File: config.mk
export PLATFORM = sky130hd
export DESIGN_NAME = rat_commit_ctrl_flat
export DESIGN_NICKNAME = d
export VERILOG_FILES = /design/src/rtl/rat_commit_ctrl_pkg.sv /design/src/rtl/rat_commit_ctrl_if.sv /design/src/rtl/rat_commit_ctrl_popcount.sv /design/src/rtl/rat_commit_ctrl.sv /design/src/flat_wrapper.sv
export SDC_FILE = /design/constraint.sdc
export NUM_CORES = 1
export LEC_CHECK = 0
export ABC_AREA = 1
export BUFFER_PORTS_ARGS = -buffer_cell sky130_fd_sc_hd__buf_2
export CAP_MARGIN = 0
export CORE_AREA = 2 2 152 154
export CTS_CLUSTER_SIZE = 25
export DETAILED_ROUTE_END_ITERATION = 12
export DIE_AREA = 0 0 154 156
export SYNTH_ARGS = -nofsm -noshare
export SYNTH_HDL_FRONTEND = slang
export SYNTH_SLANG_ARGS = --single-unit
File: constraint.sdc
create_clock -name clk -period 8 [get_ports clk]
set_input_delay 0.4 -clock clk [delete_from_list [all_inputs] [get_ports clk]]
set_output_delay 0.4 -clock clk [all_outputs]
set_load 0.02 [all_outputs]
File: src/rtl/rat_commit_ctrl_pkg.sv
// Shared sizing, FSM state type and ID helpers for the RAT commit controller.
package rat_commit_ctrl_pkg;

   localparam int COMMIT_WIDTH     = 2;
   localparam int PHY_REG_NUM      = 64;
   localparam int PHY_REG_ID_WIDTH = $clog2(PHY_REG_NUM);
   localparam int RETIRE_CNT_W     = $clog2(COMMIT_WIDTH + 1);

   typedef enum logic [1:0] {
      IDLE,
      WALK,
      DONE
   } commit_rat_state_t;

   typedef logic [PHY_REG_ID_WIDTH-1:0] phy_id_t;

   // RAT commit/release ports are PHY_REG_NUM wide with the ID in the low bits.
   function automatic logic [PHY_REG_NUM-1:0] widen_id(input phy_id_t id);
      return {{(PHY_REG_NUM - PHY_REG_ID_WIDTH){1'b0}}, id};
   endfunction

endpackage

File: src/rtl/rat_commit_ctrl_if.sv
// ROB-to-commit and commit-to-RAT signal bundle; slave is the controller side.
interface rat_commit_ctrl_if;
   import rat_commit_ctrl_pkg::*;

   logic [COMMIT_WIDTH-1:0]     rob_commit_valid;
   logic [COMMIT_WIDTH-1:0]     rob_commit_has_dest;
   phy_id_t                     rob_commit_new_phy_id [COMMIT_WIDTH];
   phy_id_t                     rob_commit_old_phy_id [COMMIT_WIDTH];
   logic                        commit_rob_ready;
   logic                        rob_flush;
   logic                        rob_walk_valid;
   logic                        rob_walk_has_dest;
   logic                        rob_walk_last;
   phy_id_t                     rob_walk_new_phy_id;
   phy_id_t                     rob_walk_old_phy_id;
   logic                        commit_rob_walk_ready;
   logic [PHY_REG_NUM-1:0]      commit_rat_commit_phy_id [COMMIT_WIDTH];
   logic [COMMIT_WIDTH-1:0]     commit_rat_commit_phy_id_valid;
   logic                        commit_rat_commit_map;
   logic [PHY_REG_NUM-1:0]      commit_rat_release_phy_id [COMMIT_WIDTH];
   logic [COMMIT_WIDTH-1:0]     commit_rat_release_phy_id_valid;
   logic                        commit_rat_release_map;
   phy_id_t                     commit_rat_restore_new_phy_id;
   phy_id_t                     commit_rat_restore_old_phy_id;
   logic                        commit_rat_restore_map;
   logic                        commit_rename_walk_done;
   logic [63:0]                 commit_csr_instret;

   modport master (
      output rob_commit_valid, rob_commit_has_dest, rob_commit_new_phy_id, rob_commit_old_phy_id,
      output rob_flush, rob_walk_valid, rob_walk_has_dest, rob_walk_last,
      output rob_walk_new_phy_id, rob_walk_old_phy_id,
      input  commit_rob_ready, commit_rob_walk_ready,
      input  commit_rat_commit_phy_id, commit_rat_commit_phy_id_valid, commit_rat_commit_map,
      input  commit_rat_release_phy_id, commit_rat_release_phy_id_valid, commit_rat_release_map,
      input  commit_rat_restore_new_phy_id, commit_rat_restore_old_phy_id, commit_rat_restore_map,
      input  commit_rename_walk_done, commit_csr_instret
   );

   modport slave (
      input  rob_commit_valid, rob_commit_has_dest, rob_commit_new_phy_id, rob_commit_old_phy_id,
      input  rob_flush, rob_walk_valid, rob_walk_has_dest, rob_walk_last,
      input  rob_walk_new_phy_id, rob_walk_old_phy_id,
      output commit_rob_ready, commit_rob_walk_ready,
      output commit_rat_commit_phy_id, commit_rat_commit_phy_id_valid, commit_rat_commit_map,
      output commit_rat_release_phy_id, commit_rat_release_phy_id_valid, commit_rat_release_map,
      output commit_rat_restore_new_phy_id, commit_rat_restore_old_phy_id, commit_rat_restore_map,
      output commit_rename_walk_done, commit_csr_instret
   );

endinterface

File: src/rtl/rat_commit_ctrl_popcount.sv
// Population count of a small bit vector; sizes the retired-instruction increment.
module popcount #(
   parameter int WIDTH = 2
) (
   input  logic [WIDTH-1:0]               bits,
   output logic [$clog2(WIDTH+1)-1:0]     count
);
   localparam int CW = $clog2(WIDTH + 1);

   always_comb begin
      count = '0;
      for (int i = 0; i < WIDTH; i++) begin
         count = count + CW'(bits[i]);
      end
   end

endmodule

File: src/rtl/rat_commit_ctrl.sv
// Commit-side RAT driver: registered commit/release updates, flush walk restore,
// and the retired-instruction counter.
module rat_commit_ctrl
   import rat_commit_ctrl_pkg::*;
(
   input  logic           clk,
   input  logic           rst,
   rat_commit_ctrl_if.slave bus
);

   commit_rat_state_t          state_q, state_d;
   logic                       accept;
   logic                       walk_accept;
   logic [COMMIT_WIDTH-1:0]    commit_vld;
   logic [COMMIT_WIDTH-1:0]    release_vld;
   logic [COMMIT_WIDTH-1:0]    retire_vld;
   logic [RETIRE_CNT_W-1:0]    retire_cnt;

   logic                       map_vld_p1;
   logic                       restore_vld_p1;
   phy_id_t                    restore_new_p1;
   phy_id_t                    restore_old_p1;
   logic                       walk_done_p1;
   logic [63:0]                instret_p1;

   // Holding rst in the ready term keeps every output low while reset is asserted.
   assign accept      = (state_q == IDLE) && !bus.rob_flush && !rst;
   assign walk_accept = (state_q == WALK) && bus.rob_walk_valid;
   assign retire_vld  = accept ? bus.rob_commit_valid : '0;

   always_ff @(posedge clk or posedge rst) begin
      if (rst) state_q <= IDLE;
      else     state_q <= state_d;
   end

   always_comb begin
      state_d = state_q;
      case (state_q)
         IDLE:    if (bus.rob_flush) state_d = WALK;
         WALK:    if (walk_accept && bus.rob_walk_last) state_d = DONE;
         DONE:    state_d = IDLE;
         default: state_d = IDLE;
      endcase
   end

   popcount #(.WIDTH(COMMIT_WIDTH)) u_popcount (
      .bits  (retire_vld),
      .count (retire_cnt)
   );

   for (genvar k = 0; k < COMMIT_WIDTH; k++) begin : g_lane
      logic    commit_vld_p1;
      logic    release_vld_p1;
      phy_id_t commit_id_p1;
      phy_id_t release_id_p1;

      assign commit_vld[k] = accept && bus.rob_commit_valid[k] && bus.rob_commit_has_dest[k];
      // Physical register 0 is never handed back to the free list.
      assign release_vld[k] = commit_vld[k] && (bus.rob_commit_old_phy_id[k] != '0);

      // ---- stage p1: per-lane RAT update registers ----
      always_ff @(posedge clk or posedge rst) begin
         if (rst) begin
            commit_vld_p1  <= 1'b0;
            release_vld_p1 <= 1'b0;
            commit_id_p1   <= '0;
            release_id_p1  <= '0;
         end else begin
            commit_vld_p1  <= commit_vld[k];
            release_vld_p1 <= release_vld[k];
            commit_id_p1   <= commit_vld[k]  ? bus.rob_commit_new_phy_id[k] : '0;
            release_id_p1  <= release_vld[k] ? bus.rob_commit_old_phy_id[k] : '0;
         end
      end

      assign bus.commit_rat_commit_phy_id[k]        = widen_id(commit_id_p1);
      assign bus.commit_rat_commit_phy_id_valid[k]  = commit_vld_p1;
      assign bus.commit_rat_release_phy_id[k]       = widen_id(release_id_p1);
      assign bus.commit_rat_release_phy_id_valid[k] = release_vld_p1;
   end

   // ---- stage p1: map strobes, walk restore, walk done, instret ----
   always_ff @(posedge clk or posedge rst) begin
      if (rst) begin
         map_vld_p1     <= 1'b0;
         restore_vld_p1 <= 1'b0;
         restore_new_p1 <= '0;
         restore_old_p1 <= '0;
         walk_done_p1   <= 1'b0;
         instret_p1     <= '0;
      end else begin
         map_vld_p1     <= |commit_vld;
         restore_vld_p1 <= walk_accept && bus.rob_walk_has_dest;
         restore_new_p1 <= (walk_accept && bus.rob_walk_has_dest) ? bus.rob_walk_new_phy_id : '0;
         restore_old_p1 <= (walk_accept && bus.rob_walk_has_dest) ? bus.rob_walk_old_phy_id : '0;
         walk_done_p1   <= walk_accept && bus.rob_walk_last;
         instret_p1     <= instret_p1 + 64'(retire_cnt);
      end
   end

   assign bus.commit_rob_ready              = accept;
   assign bus.commit_rob_walk_ready         = (state_q == WALK);
   assign bus.commit_rat_commit_map         = map_vld_p1;
   assign bus.commit_rat_release_map        = map_vld_p1;
   assign bus.commit_rat_restore_map        = restore_vld_p1;
   assign bus.commit_rat_restore_new_phy_id = restore_new_p1;
   assign bus.commit_rat_restore_old_phy_id = restore_old_p1;
   assign bus.commit_rename_walk_done       = walk_done_p1;
   assign bus.commit_csr_instret            = instret_p1;

endmodule

File: src/flat_wrapper.sv
// flat-port wrapper written by rule: the top's interface ports become plain ports
module rat_commit_ctrl_flat import rat_commit_ctrl_pkg::*;
  (clk, rst, bus_rob_commit_valid, bus_rob_commit_has_dest, bus_rob_commit_new_phy_id, bus_rob_commit_old_phy_id, bus_rob_flush, bus_rob_walk_valid, bus_rob_walk_has_dest, bus_rob_walk_last, bus_rob_walk_new_phy_id, bus_rob_walk_old_phy_id, bus_commit_rob_ready, bus_commit_rob_walk_ready, bus_commit_rat_commit_phy_id, bus_commit_rat_commit_phy_id_valid, bus_commit_rat_commit_map, bus_commit_rat_release_phy_id, bus_commit_rat_release_phy_id_valid, bus_commit_rat_release_map, bus_commit_rat_restore_new_phy_id, bus_commit_rat_restore_old_phy_id, bus_commit_rat_restore_map, bus_commit_rename_walk_done, bus_commit_csr_instret);
  rat_commit_ctrl_if bus_i ();
  input  logic clk;
  input  logic rst;
  input wire logic [$bits(bus_i.rob_commit_valid)-1:0] bus_rob_commit_valid;
  input wire logic [$bits(bus_i.rob_commit_has_dest)-1:0] bus_rob_commit_has_dest;
  input wire logic [$bits(bus_i.rob_commit_new_phy_id)-1:0] bus_rob_commit_new_phy_id;
  input wire logic [$bits(bus_i.rob_commit_old_phy_id)-1:0] bus_rob_commit_old_phy_id;
  input wire logic [$bits(bus_i.rob_flush)-1:0] bus_rob_flush;
  input wire logic [$bits(bus_i.rob_walk_valid)-1:0] bus_rob_walk_valid;
  input wire logic [$bits(bus_i.rob_walk_has_dest)-1:0] bus_rob_walk_has_dest;
  input wire logic [$bits(bus_i.rob_walk_last)-1:0] bus_rob_walk_last;
  input wire logic [$bits(bus_i.rob_walk_new_phy_id)-1:0] bus_rob_walk_new_phy_id;
  input wire logic [$bits(bus_i.rob_walk_old_phy_id)-1:0] bus_rob_walk_old_phy_id;
  output wire logic [$bits(bus_i.commit_rob_ready)-1:0] bus_commit_rob_ready;
  output wire logic [$bits(bus_i.commit_rob_walk_ready)-1:0] bus_commit_rob_walk_ready;
  output wire logic [$bits(bus_i.commit_rat_commit_phy_id)-1:0] bus_commit_rat_commit_phy_id;
  output wire logic [$bits(bus_i.commit_rat_commit_phy_id_valid)-1:0] bus_commit_rat_commit_phy_id_valid;
  output wire logic [$bits(bus_i.commit_rat_commit_map)-1:0] bus_commit_rat_commit_map;
  output wire logic [$bits(bus_i.commit_rat_release_phy_id)-1:0] bus_commit_rat_release_phy_id;
  output wire logic [$bits(bus_i.commit_rat_release_phy_id_valid)-1:0] bus_commit_rat_release_phy_id_valid;
  output wire logic [$bits(bus_i.commit_rat_release_map)-1:0] bus_commit_rat_release_map;
  output wire logic [$bits(bus_i.commit_rat_restore_new_phy_id)-1:0] bus_commit_rat_restore_new_phy_id;
  output wire logic [$bits(bus_i.commit_rat_restore_old_phy_id)-1:0] bus_commit_rat_restore_old_phy_id;
  output wire logic [$bits(bus_i.commit_rat_restore_map)-1:0] bus_commit_rat_restore_map;
  output wire logic [$bits(bus_i.commit_rename_walk_done)-1:0] bus_commit_rename_walk_done;
  output wire logic [$bits(bus_i.commit_csr_instret)-1:0] bus_commit_csr_instret;
  assign bus_i.rob_commit_valid = bus_rob_commit_valid;
  assign bus_i.rob_commit_has_dest = bus_rob_commit_has_dest;
  assign bus_i.rob_commit_new_phy_id = {>>{bus_rob_commit_new_phy_id}};
  assign bus_i.rob_commit_old_phy_id = {>>{bus_rob_commit_old_phy_id}};
  assign bus_i.rob_flush = bus_rob_flush;
  assign bus_i.rob_walk_valid = bus_rob_walk_valid;
  assign bus_i.rob_walk_has_dest = bus_rob_walk_has_dest;
  assign bus_i.rob_walk_last = bus_rob_walk_last;
  assign bus_i.rob_walk_new_phy_id = bus_rob_walk_new_phy_id;
  assign bus_i.rob_walk_old_phy_id = bus_rob_walk_old_phy_id;
  assign bus_commit_rob_ready = bus_i.commit_rob_ready;
  assign bus_commit_rob_walk_ready = bus_i.commit_rob_walk_ready;
  assign bus_commit_rat_commit_phy_id = {>>{bus_i.commit_rat_commit_phy_id}};
  assign bus_commit_rat_commit_phy_id_valid = bus_i.commit_rat_commit_phy_id_valid;
  assign bus_commit_rat_commit_map = bus_i.commit_rat_commit_map;
  assign bus_commit_rat_release_phy_id = {>>{bus_i.commit_rat_release_phy_id}};
  assign bus_commit_rat_release_phy_id_valid = bus_i.commit_rat_release_phy_id_valid;
  assign bus_commit_rat_release_map = bus_i.commit_rat_release_map;
  assign bus_commit_rat_restore_new_phy_id = bus_i.commit_rat_restore_new_phy_id;
  assign bus_commit_rat_restore_old_phy_id = bus_i.commit_rat_restore_old_phy_id;
  assign bus_commit_rat_restore_map = bus_i.commit_rat_restore_map;
  assign bus_commit_rename_walk_done = bus_i.commit_rename_walk_done;
  assign bus_commit_csr_instret = bus_i.commit_csr_instret;
  rat_commit_ctrl u_core (.clk(clk), .rst(rst), .bus(bus_i));
endmodule
# Word level (Yosys, flattened, before mapping)
# Cells that the tools add are included.
# totals
register_bits	109
in_bits	46
word_cells	48
out_inout_bits	342
# op_classes
add_sub_neg	2
n_eq_ne	3
n_mux	10
n_reduce_logical	18
# op_table
op	n
$add A64 B2 Y64	1
$mux W6	6
$reduce_bool A6 Y1	2
$logic_and A1 B1 Y1	11
$mux W2	3
$pmux W2 S2	1
$add A1 B1 Y2	1
$eq A2 B1 Y1 const B	1
$logic_not A1 Y1	2
$logic_not A2 Y1	1
$ne A2 B1 Y1 const B	1
$ne A2 B2 Y1 const B	1
$reduce_and A2 Y1	1
$reduce_or A2 Y1	1

# Longest topological paths before layout
# Gate-level depths: netlist (run 1).
# depth
depth_word	7
ltp_mapped	16
depth_no_buf	16

# By module
# Synthesis (run 1) repeated with hierarchy kept, for this count alone.
# unflattened
cells_unflattened	924
area_unflattened_um2	7126.8
# by_module_without_submodules
mod	area_each_um2	seq_area_each_um2	instances	cells_each
rat_commit_ctrl	7114.3	2727.6	1	923
popcount	12.5	0.0	1	1

# Worst setup path after synthesis (run 1)
# OpenSTA, ideal clock, no wires.
# synth_path
kind	register to register
start	register u_core.state_q[0]
end	register u_core.instret_p1[52], in the netlist u_core.bus.commit_csr_instret[52]
setup_time_ns	0.120
required_ns	7.880
n_path_buf	0
arrival_ns	2.657
path_stages_with_launch	15
synth_period_minus_slack_ns	2.778
slack_ns	5.222
path_cell_list	dfrtp_1 -> inv_1 -> nand2_1 -> nor3_4 -> nand2_1 -> fa_1 -> inv_1 -> ha_1 -> nand2_2 -> nor2_8 -> nand2_4 -> nor2_8 -> nand2_4 -> o21ai_1 -> nand2_1
# synth_between
elab_chain_len	6
# synth_rtl
element	line_no	text
from (decl)	rat_commit_ctrl.sv:11	commit_rat_state_t state_q, state_d;
from (signal assigned)	rat_commit_ctrl.sv:33	else state_q <= state_d;
$logic_not A2 Y1	rat_commit_ctrl.sv:27	assign accept = (state_q == IDLE) && !bus.rob_flush && !rst;
$logic_and A1 B1 Y1 (2 in a row)	rat_commit_ctrl.sv:27	
net bus_commit_rob_ready	flat_wrapper.sv:17	output wire logic [$bits(bus_i.commit_rob_ready)-1:0] bus_commit_rob_ready;
$mux W2	rat_commit_ctrl.sv:29	assign retire_vld = accept ? bus.rob_commit_valid : '0;
$add A1 B1 Y2	rat_commit_ctrl_popcount.sv:13	count = count + CW'(bits[i]);
$add A64 B2 Y64	rat_commit_ctrl.sv:97	instret_p1 <= instret_p1 + 64'(retire_cnt);
to (signal assigned)	rat_commit_ctrl.sv:97	
to (decl)	rat_commit_ctrl.sv:24	logic [63:0] instret_p1;
# The timed path passes the listed nets, and every way through them passes these cells.
# A chain may end at the register's enable or synchronous reset.

# Worst setup path after layout (run 1)
# layout_path
start	register u_core.state_q[0]
end	register u_core.instret_p1[54], in the netlist u_core.bus.commit_csr_instret[54]
# layout_between
elab_chain_len	6
# layout_rtl
element	line_no
$logic_not A2 Y1	rat_commit_ctrl.sv:27
$logic_and A1 B1 Y1 (2 in a row)	rat_commit_ctrl.sv:27
$mux W2	rat_commit_ctrl.sv:29
$add A1 B1 Y2	rat_commit_ctrl_popcount.sv:13
$add A64 B2 Y64	rat_commit_ctrl.sv:97
# No other way between the ends.

==> metrics.md, run 1 <==
| Metric | Value |
|---|---|
| # clock sinks | `109` |
| DR pass1 iterations | `4` |
| Async set-or-reset flop fraction in the synthesized netlist | `1.000` |
| R2R cell count | `14` |
| Final Skew | `between 9 and 10 ps` |
| Rows | `between 50 and 60` |
| Avg WL per Cell | `about 13 um` |
| Leak | `between 4 and 5 nW` |
| RSZ-0062 raised after global routing | `false` |
| Hold-fix buffers, CTS | `0` |
| Starting Density | `0.3199` |
| GP Congestion | `0.8960` |
| Gates resized, CTS repair | `0` |
| Flop-to-flop setup slack | `5100 ps` |
| Post-Syn Area | `between 0.007 and 0.008 mm^2` |
| Buffers on Ports | `~160` |
| VDD IR max | `roughly 0.12 mV` |
| Crit path DAT | `around 3200 ps` |
| Total Power | `0.001330 W` |
| Setup bufs post-CTS | `0` |
| Global-route wire length before repair | `between 20000 and 30000 um` |
| Setup TNS | `0 ps` |
| Syn_area_per_cell | `roughly 7.8 um^2` |
| Max-cap violations | `0` |
| CTS tree | `done` |
| CP dominant cell by count | `nand2_1` |
| Critical path's largest stage delay | `roughly 530 ps` |
| Vias in the first global route | `just under 5000` |
| Slew Viols, Final | `0` |
| Pwr Density | `about 170 mW/mm^2` |
| Routed WL | `17510 um` |
| Setup WS pre-CTS | `5071 ps` |
| Antenna Violating Nets Remaining | `0` |
| Ports | `388` |
| Worst setup path class | `flip-flop to flip-flop` |
| Ys flop type | `dfrtp_1` |
| # setup viols final | `0` |
| Crit end category | `flip-flop` |
| F_max | `between 0.3 and 0.4 GHz` |
| Slowest-stage cell, CP | `fa_1` |
| Clock transition at path regs | `around 80 ps` |
| DR iter-0 viols | `~300` |
| Total track usage | `0.1432` |
| HPWL Detailed | `about 14000 um` |
| Crit share post-route | `0.3631` |
| Core area | `approximately 0.022 mm^2` |
| Initial antenna violation count | `0` |
| Netlist cell types | `25` |
| Share of cells above drive strength 1 | `0.2006` |
| Critical R2R Launch | `u_core.state_q[0]` |
| Gr busiest metal | `met2` |
| Worst setup margin | `about 5100 ps` |
| Post-synthesis sequential area ratio | `0.3813` |
| Fin nets | `around 1100` |
| Number of synthesized flops with an enable pin | `0` |
| Yosys reg bits | `between 100 and 150` |
| Vias per cell | `3.919` |
| Final Hold Vio Count | `0` |
| Met1 usage | `0.1766` |
| Worst-path cell chain | `inv_1, nand2_1, nor3_4, nand2_1, fa_1, inv_1, ha_1, nand2_2, nor2_8, nand2_4, nor2_4, nand2_1, o21ai_0, nand2_1` |
| Area grow syn2layout | `7.555%` |
| CP Launch Type | `flip-flop` |
| GR Overflow Total | `0` |
| Later-pin clock latency in the skew report | `approximately 360 ps` |
| Max Fanout on Critical Path | `5` |
| Die Y-Extent | `between 150 and 200 um` |
| Syn Inst Count | `about 910` |
| Clock buffer depth | `2` |
| Met2 Use GR | `0.2492` |
| CTS root buf | `clkbuf_16` |
| Number of remaining DRC errors | `0` |
| Reg2reg end | `u_core.bus.commit_csr_instret[54]` |
| Slew headroom | `0.4038` |
| Worst slew pin tran | `894.3 ps` |
| Die X | `154 um` |
| Htree depth | `3` |
| Status | `completed` |
| CTS Buf Count | `9` |
| Die Area | `between 0.02 and 0.025 mm^2` |
| N_diodes | `0` |
| Hold Path Class | `input port to async pin` |
| Tmin final | `between 2000 and 3000 ps` |
| Largest net degree at the start of global routing | `70` |
| Met3 Track Usage GR | `0.03500` |
| Via count | `between 5000 and 6000` |
| Synth warn | `0` |
| Worst Path Required | `slightly above 8000 ps` |
worst max path at each step:
| stage | endpoint | cells past startpoint | start | slack [ps] |
|---|---|---|---|---|
| 2_1_floorplan | u_core.bus.commit_csr_instret[0] | 1 | rst | 4730 |
| 6_report | u_core.bus.commit_csr_instret[54] | 14 | u_core.state_q[0] | 5100 |
| 3_5_place_dp | u_core.bus.commit_csr_instret[54] | 13 | rst | 5070 |
| 4_1_cts | u_core.bus.commit_csr_instret[54] | 14 | u_core.state_q[0] | 5060 |
| 5_1_grt | u_core.bus.commit_csr_instret[38] | 14 | u_core.state_q[0] | 4840 |
| 3_3_place_gp | u_core.bus.commit_csr_instret[54] | 13 | rst | 5150 |
per-stage QoR:
step	hold slack [ps]	cells	cell area (um^2)	util
after floorplan	454.5	1143	8021	-
after global placement	468.5	1346	7381	0.3300
after detailed placement	481.5	1346	7381	0.3300
after CTS	114.6	1362	7695	0.3441
after global routing	135.3	1362	7695	0.3441
final	100.6	1362	7695	0.3441
registers in the layout, summed over array words and instances (netlist names):
signal,count
u_core.bus.commit_csr_instret,64
u_core.bus.commit_rat_commit_map,1
u_core.bus.commit_rat_restore_map,1
u_core.bus.commit_rat_restore_new_phy_id,6
u_core.bus.commit_rat_restore_old_phy_id,6
u_core.bus.commit_rename_walk_done,1
u_core.g_lane.commit_id_p1,12
u_core.g_lane.commit_vld_p1,2
u_core.g_lane.release_id_p1,12
u_core.g_lane.release_vld_p1,2
u_core.state_q,2
synth_stat cells (8+ instances only):
cell     count  area [um^2]
buf_4      237         1779
nor2_4       8        90.09
nor2_1     154        578.1
nand2_2     12        75.07
nand3_1     16        80.08
xnor2_1     20        175.2
nand4_1     10        62.56
nand2_1    196        735.7
xor2_1      12        105.1
dfrtp_1    109         2728
o21ai_1     13        65.06
inv_1       86        322.8
final cells by class:
cell class | count | area (um^2)
timing repair buffer | 156 | 783.3
multi-input combinational | 707 | 3177
tap | 285 | 356.6
sequential | 109 | 2728
fill | 2377 | 14670
clock inverter | 6 | 75.07
clock buffer | 10 | 239.0
inverter | 89 | 336.6
cell usage in the layout, fill, tap and decap left out, types with 7 or more instances in the layout:
cell / count
conb_1: 232
nand2_1: 196
buf_2: 155
nor2_1: 154
dfrtp_1: 109
inv_1: 85
xnor2_1: 20
nand3_1: 16
o21ai_1: 13
nand2_2: 12
xor2_1: 12
nand4_1: 10
clkbuf_16: 9
nor2_4: 8
nor2_2: 7
nand2_4: 7
cell families after synthesis:
| logic type | Yosys count | synth area share |
|---|---|---|
| DFF | 109 | 0.3813 |
| other | 1 | 0.0005242 |
| AOI/OAI and AO/OA | 19 | 0.01329 |
| buffers and inverters | 327 | 0.2959 |
| and+or+nand+nor | 422 | 0.2653 |
| xor gates and xnor gates | 32 | 0.03917 |
| adders and majority gates | 2 | 0.004547 |
layer usage:
layer	vias up	share of wire
li1	2601	-
met1	2449	0.42
met2	268	0.49
met3	20	0.072
met4	0	0.019
met5	-	0
critical path: cells and delay by family (launching register included):
family / cells / cell delay [ps]
compound gates: 1 / 180
fa+ha+maj: 2 / 740
buf+inv: 2 / 280
flops: 1 / 370
simple gates: 9 / 1230
where the power goes:
part           leakage, nW  switching, W  total [W]  internal [W]
logic                 2.72      0.000203   0.000248     0.0000454
registers             1.50     0.0000204   0.000597      0.000577
clock network        0.152      0.000227   0.000484      0.000257
Power figures use the tool's default switching activity.
==> inputs of run 2 (changes only) <==
- ABC_AREA: 1 -> 0
- CORE_AREA: 2 2 152 154 -> 2 2 151 153
- DIE_AREA: 0 0 154 156 -> 0 0 153 155
- clock period: 8 -> 2.85 ns (I/O delays scaled with it)
==> run 2 against run 1 <==
Compared with the run above: clock skew rose by 2.6 ps; combinational power increased by 140%; flip-flop and latch count did not move; largest cell class is now sequential cells; wire length shrank 24%; largest power group unchanged; critical endpoint is now u_core.bus.commit_csr_instret[57]; sequential share of layout area up 1.6 points; setup slack got worse by 4900 ps; critical path depth is 4 lower; utilization down 1.3 points.
==> metrics.md, run 2 <==
| Metric | Value |
|---|---|
| Status | `completed` |
| Htree depth | `3` |
| Avg WL per Cell | `12.05 um` |
| CP Launch Type | `flip-flop` |
| Multi-input gate area | `approximately 0.0027 mm^2` |
| Syn_area_per_cell | `10.22 um^2` |
| CTS Buf Count | `9` |
| Netlist cell types | `32` |
| N_diodes | `0` |
| Final Skew | `11.97 ps` |
| DR pass1 iterations | `4` |
| Crit end category | `flip-flop` |
| Antenna Violating Nets Remaining | `0` |
| Die Y-Extent | `155 um` |
| CTS root buf | `clkbuf_16` |
| Worst Path Required | `about 3100 ps` |
| Global-route wire length before repair | `just under 20000 um` |
| Die Area | `about 0.024 mm^2` |
| VDD IR max | `approximately 0.29 mV` |
| CTS tree | `done` |
| Ys flop type | `dfrtp_1` |
| Hold Path Class | `input port to flip-flop` |
| Crit share post-route | `0.9421` |
| Async set-or-reset flop fraction in the synthesized netlist | `1.000` |
| Post-synthesis sequential area ratio | `0.4333` |
| Area grow syn2layout | `16.90%` |
| Max Fanout on Critical Path | `7` |
| Slew headroom | `0.5804` |
| Starting Density | `0.2832` |
| Buffers on Ports | `155` |
| Fin nets | `approximately 860` |
| GR Overflow Total | `0` |
| Pwr Density | `497.5 mW/mm^2` |
| Synth warn | `0` |
| # setup viols final | `0` |
| Commonest non-fill, non-tap cell in the layout | `conb_1` |
| Max reg flops | `64` |
| Post-Syn Area | `roughly 0.0063 mm^2` |
| RSZ-0062 raised after global routing | `true` |
| Rows | `between 50 and 60` |
| Commonest non-fill, non-tap cells in the layout | `conb_1 (232), buf_2 (155), dfrtp_1 (109)` |
| Ports | `388` |
| Via count | `4037` |
| Yosys top cell by area | `dfrtp_1` |
| Clock buffer depth | `2` |
| Total track usage | `0.1072` |
| Worst setup margin | `165.0 ps` |
| Share of cells above drive strength 1 | `0.2601` |
| Setup WS pre-CTS | `-60.47 ps` |
| Most numerous cell in the Yosys netlist | `buf_4` |
| Largest net degree at the start of global routing | `roughly 60` |
| GP Congestion | `around 0.77` |
| Crit path DAT | `a little under 3000 ps` |
| Vias per cell | `roughly 3.7` |
| HPWL Detailed | `slightly above 10000 um` |
| Vias in the first global route | `around 3700` |
| Number of remaining DRC errors | `0` |
| Main area contributors after synthesis | `dfrtp_1 (43%), buf_4 (28%), xor2_1 (4.7%)` |
| Number of synthesized flops with an enable pin | `0` |
| Reg area | `~0.0027 mm^2` |
| Tmin final | `2685 ps` |
| Commonest cells post-synth | `buf_4 (237), dfrtp_1 (109), and2_1 (37)` |
| Die X | `around 150 um` |
| Routed WL | `between 10000 and 15000 um` |
| F_max | `between 0.3 and 0.4 GHz` |
| Clock transition at path regs | `70 ps` |
| Worst setup path class | `flip-flop to flip-flop` |
| Initial antenna violation count | `0` |
| Final Hold Vio Count | `0` |
| Leak | `around 4.2 nW` |
| DR iter-0 viols | `between 100 and 150` |
| Filler instances | `between 2000 and 2500` |
| Total Power | `0.003661 W` |
| Core area | `0.02223 mm^2` |
| Syn Inst Count | `just over 600` |
| Worst slew pin tran | `between 600 and 700 ps` |
| Later-pin clock latency in the skew report | `350 ps` |
| Slew Viols, Final | `0` |
| Max-cap violations | `0` |
| # clock sinks | `roughly 110` |
| Yosys reg bits | `roughly 110` |
| Post-synth top area share | `0.4333` |
## run 2: layer usage
metal | vias up | track usage | part of all wire
met4 | 0 | 0.02910 | 0.0096
met3 | 14 | 0.03955 | 0.085
met1 | 1908 | 0.1262 | 0.40
met5 | - | 0 | 0
met2 | 187 | 0.1847 | 0.51
li1 | 1928 | - | -
## run 2: worst max-delay path, cell delays in order, from the launching register on
cell,delay [ps]
dfrtp_1,420
nor4_4,320
nand2_1,120
fa_2,420
nand4b_1,270
nor4_2,310
buf_4,170
nand4_1,80
buf_4,210
nor2_1,140
xor2_1,160
## run 2: metrics by stage
| step | cells | cell area, um^2 | setup TNS [ps] | hold WS (ps) | utilization |
|---|---|---|---|---|---|
| floorplan | 847 | 7212 | -173.6 | 252.7 | - |
| global placement | 1054 | 6619 | 0 | 258.9 | 0.2978 |
| detailed placement | 1054 | 6619 | -282.0 | 258.1 | 0.2978 |
| CTS | 1098 | 7236 | 0 | 0.3026 | 0.3255 |
| global route | 1104 | 7358 | -103.6 | 1.127 | 0.3310 |
| finish | 1104 | 7358 | 0 | 18.09 | 0.3310 |
## run 2: path summary, 6_finish.rpt
check,start,to,slack [ps],cells past startpoint
min in group asynchronous,rst,u_core.g_lane[1].commit_id_p1[0],450,3
max,u_core.state_q[1],u_core.bus.commit_csr_instret[57],160,10
max in group asynchronous,rst,u_core.g_lane[0].commit_id_p1[0],1660,4
min reg2reg,u_core.bus.commit_csr_instret[63],u_core.bus.commit_csr_instret[63],470,1
min,bus_rob_commit_old_phy_id[5],u_core.g_lane[1].release_id_p1[5],20,2
max reg2reg,u_core.state_q[1],u_core.bus.commit_csr_instret[57],160,10
## run 2: cell families (layout without fill, tap and decap cells)
kind of cell | count (synthesis) | count (layout) | synth area share
buf+inv | 252 | 224 | 0.2916
simple gates | 187 | 187 | 0.1789
flops | 109 | 109 | 0.4333
xor+xnor | 62 | 62 | 0.08627
compound gates | 3 | 3 | 0.004175
fa+ha+maj | 2 | 2 | 0.005168
other cells | 1 | 232 | 0.0005957
## run 2: area by class of cell
type | instances | share of cell area
clock buffers | 11 | 0.03299
clock inverters | 5 | 0.01207
inverters | 12 | 0.006632
multi-input cells | 486 | 0.3685
flip-flops and latches | 109 | 0.3707
well taps | 285 | 0.04846
repair buffers | 196 | 0.1607
## run 2: power by group
part / switching, W / internal [W] / leakage (nW) / total, W
Combinational: 0.000460 / 0.000131 / 2.54 / 0.000592
Clock: 0.000604 / 0.000807 / 0.162 / 0.00141
Sequential: 0.0000589 / 0.00160 / 1.47 / 0.00166
## run 2: repair_timing
action / in CTS / in global routing
pin swaps: 2 / 6
resized for setup: 2 / 11
endpoints found under the hold margin: 47 / 2
hold buffers: 26 / 2
setup endpoints to repair: 10 / 25
buffers inserted: 2 / 4
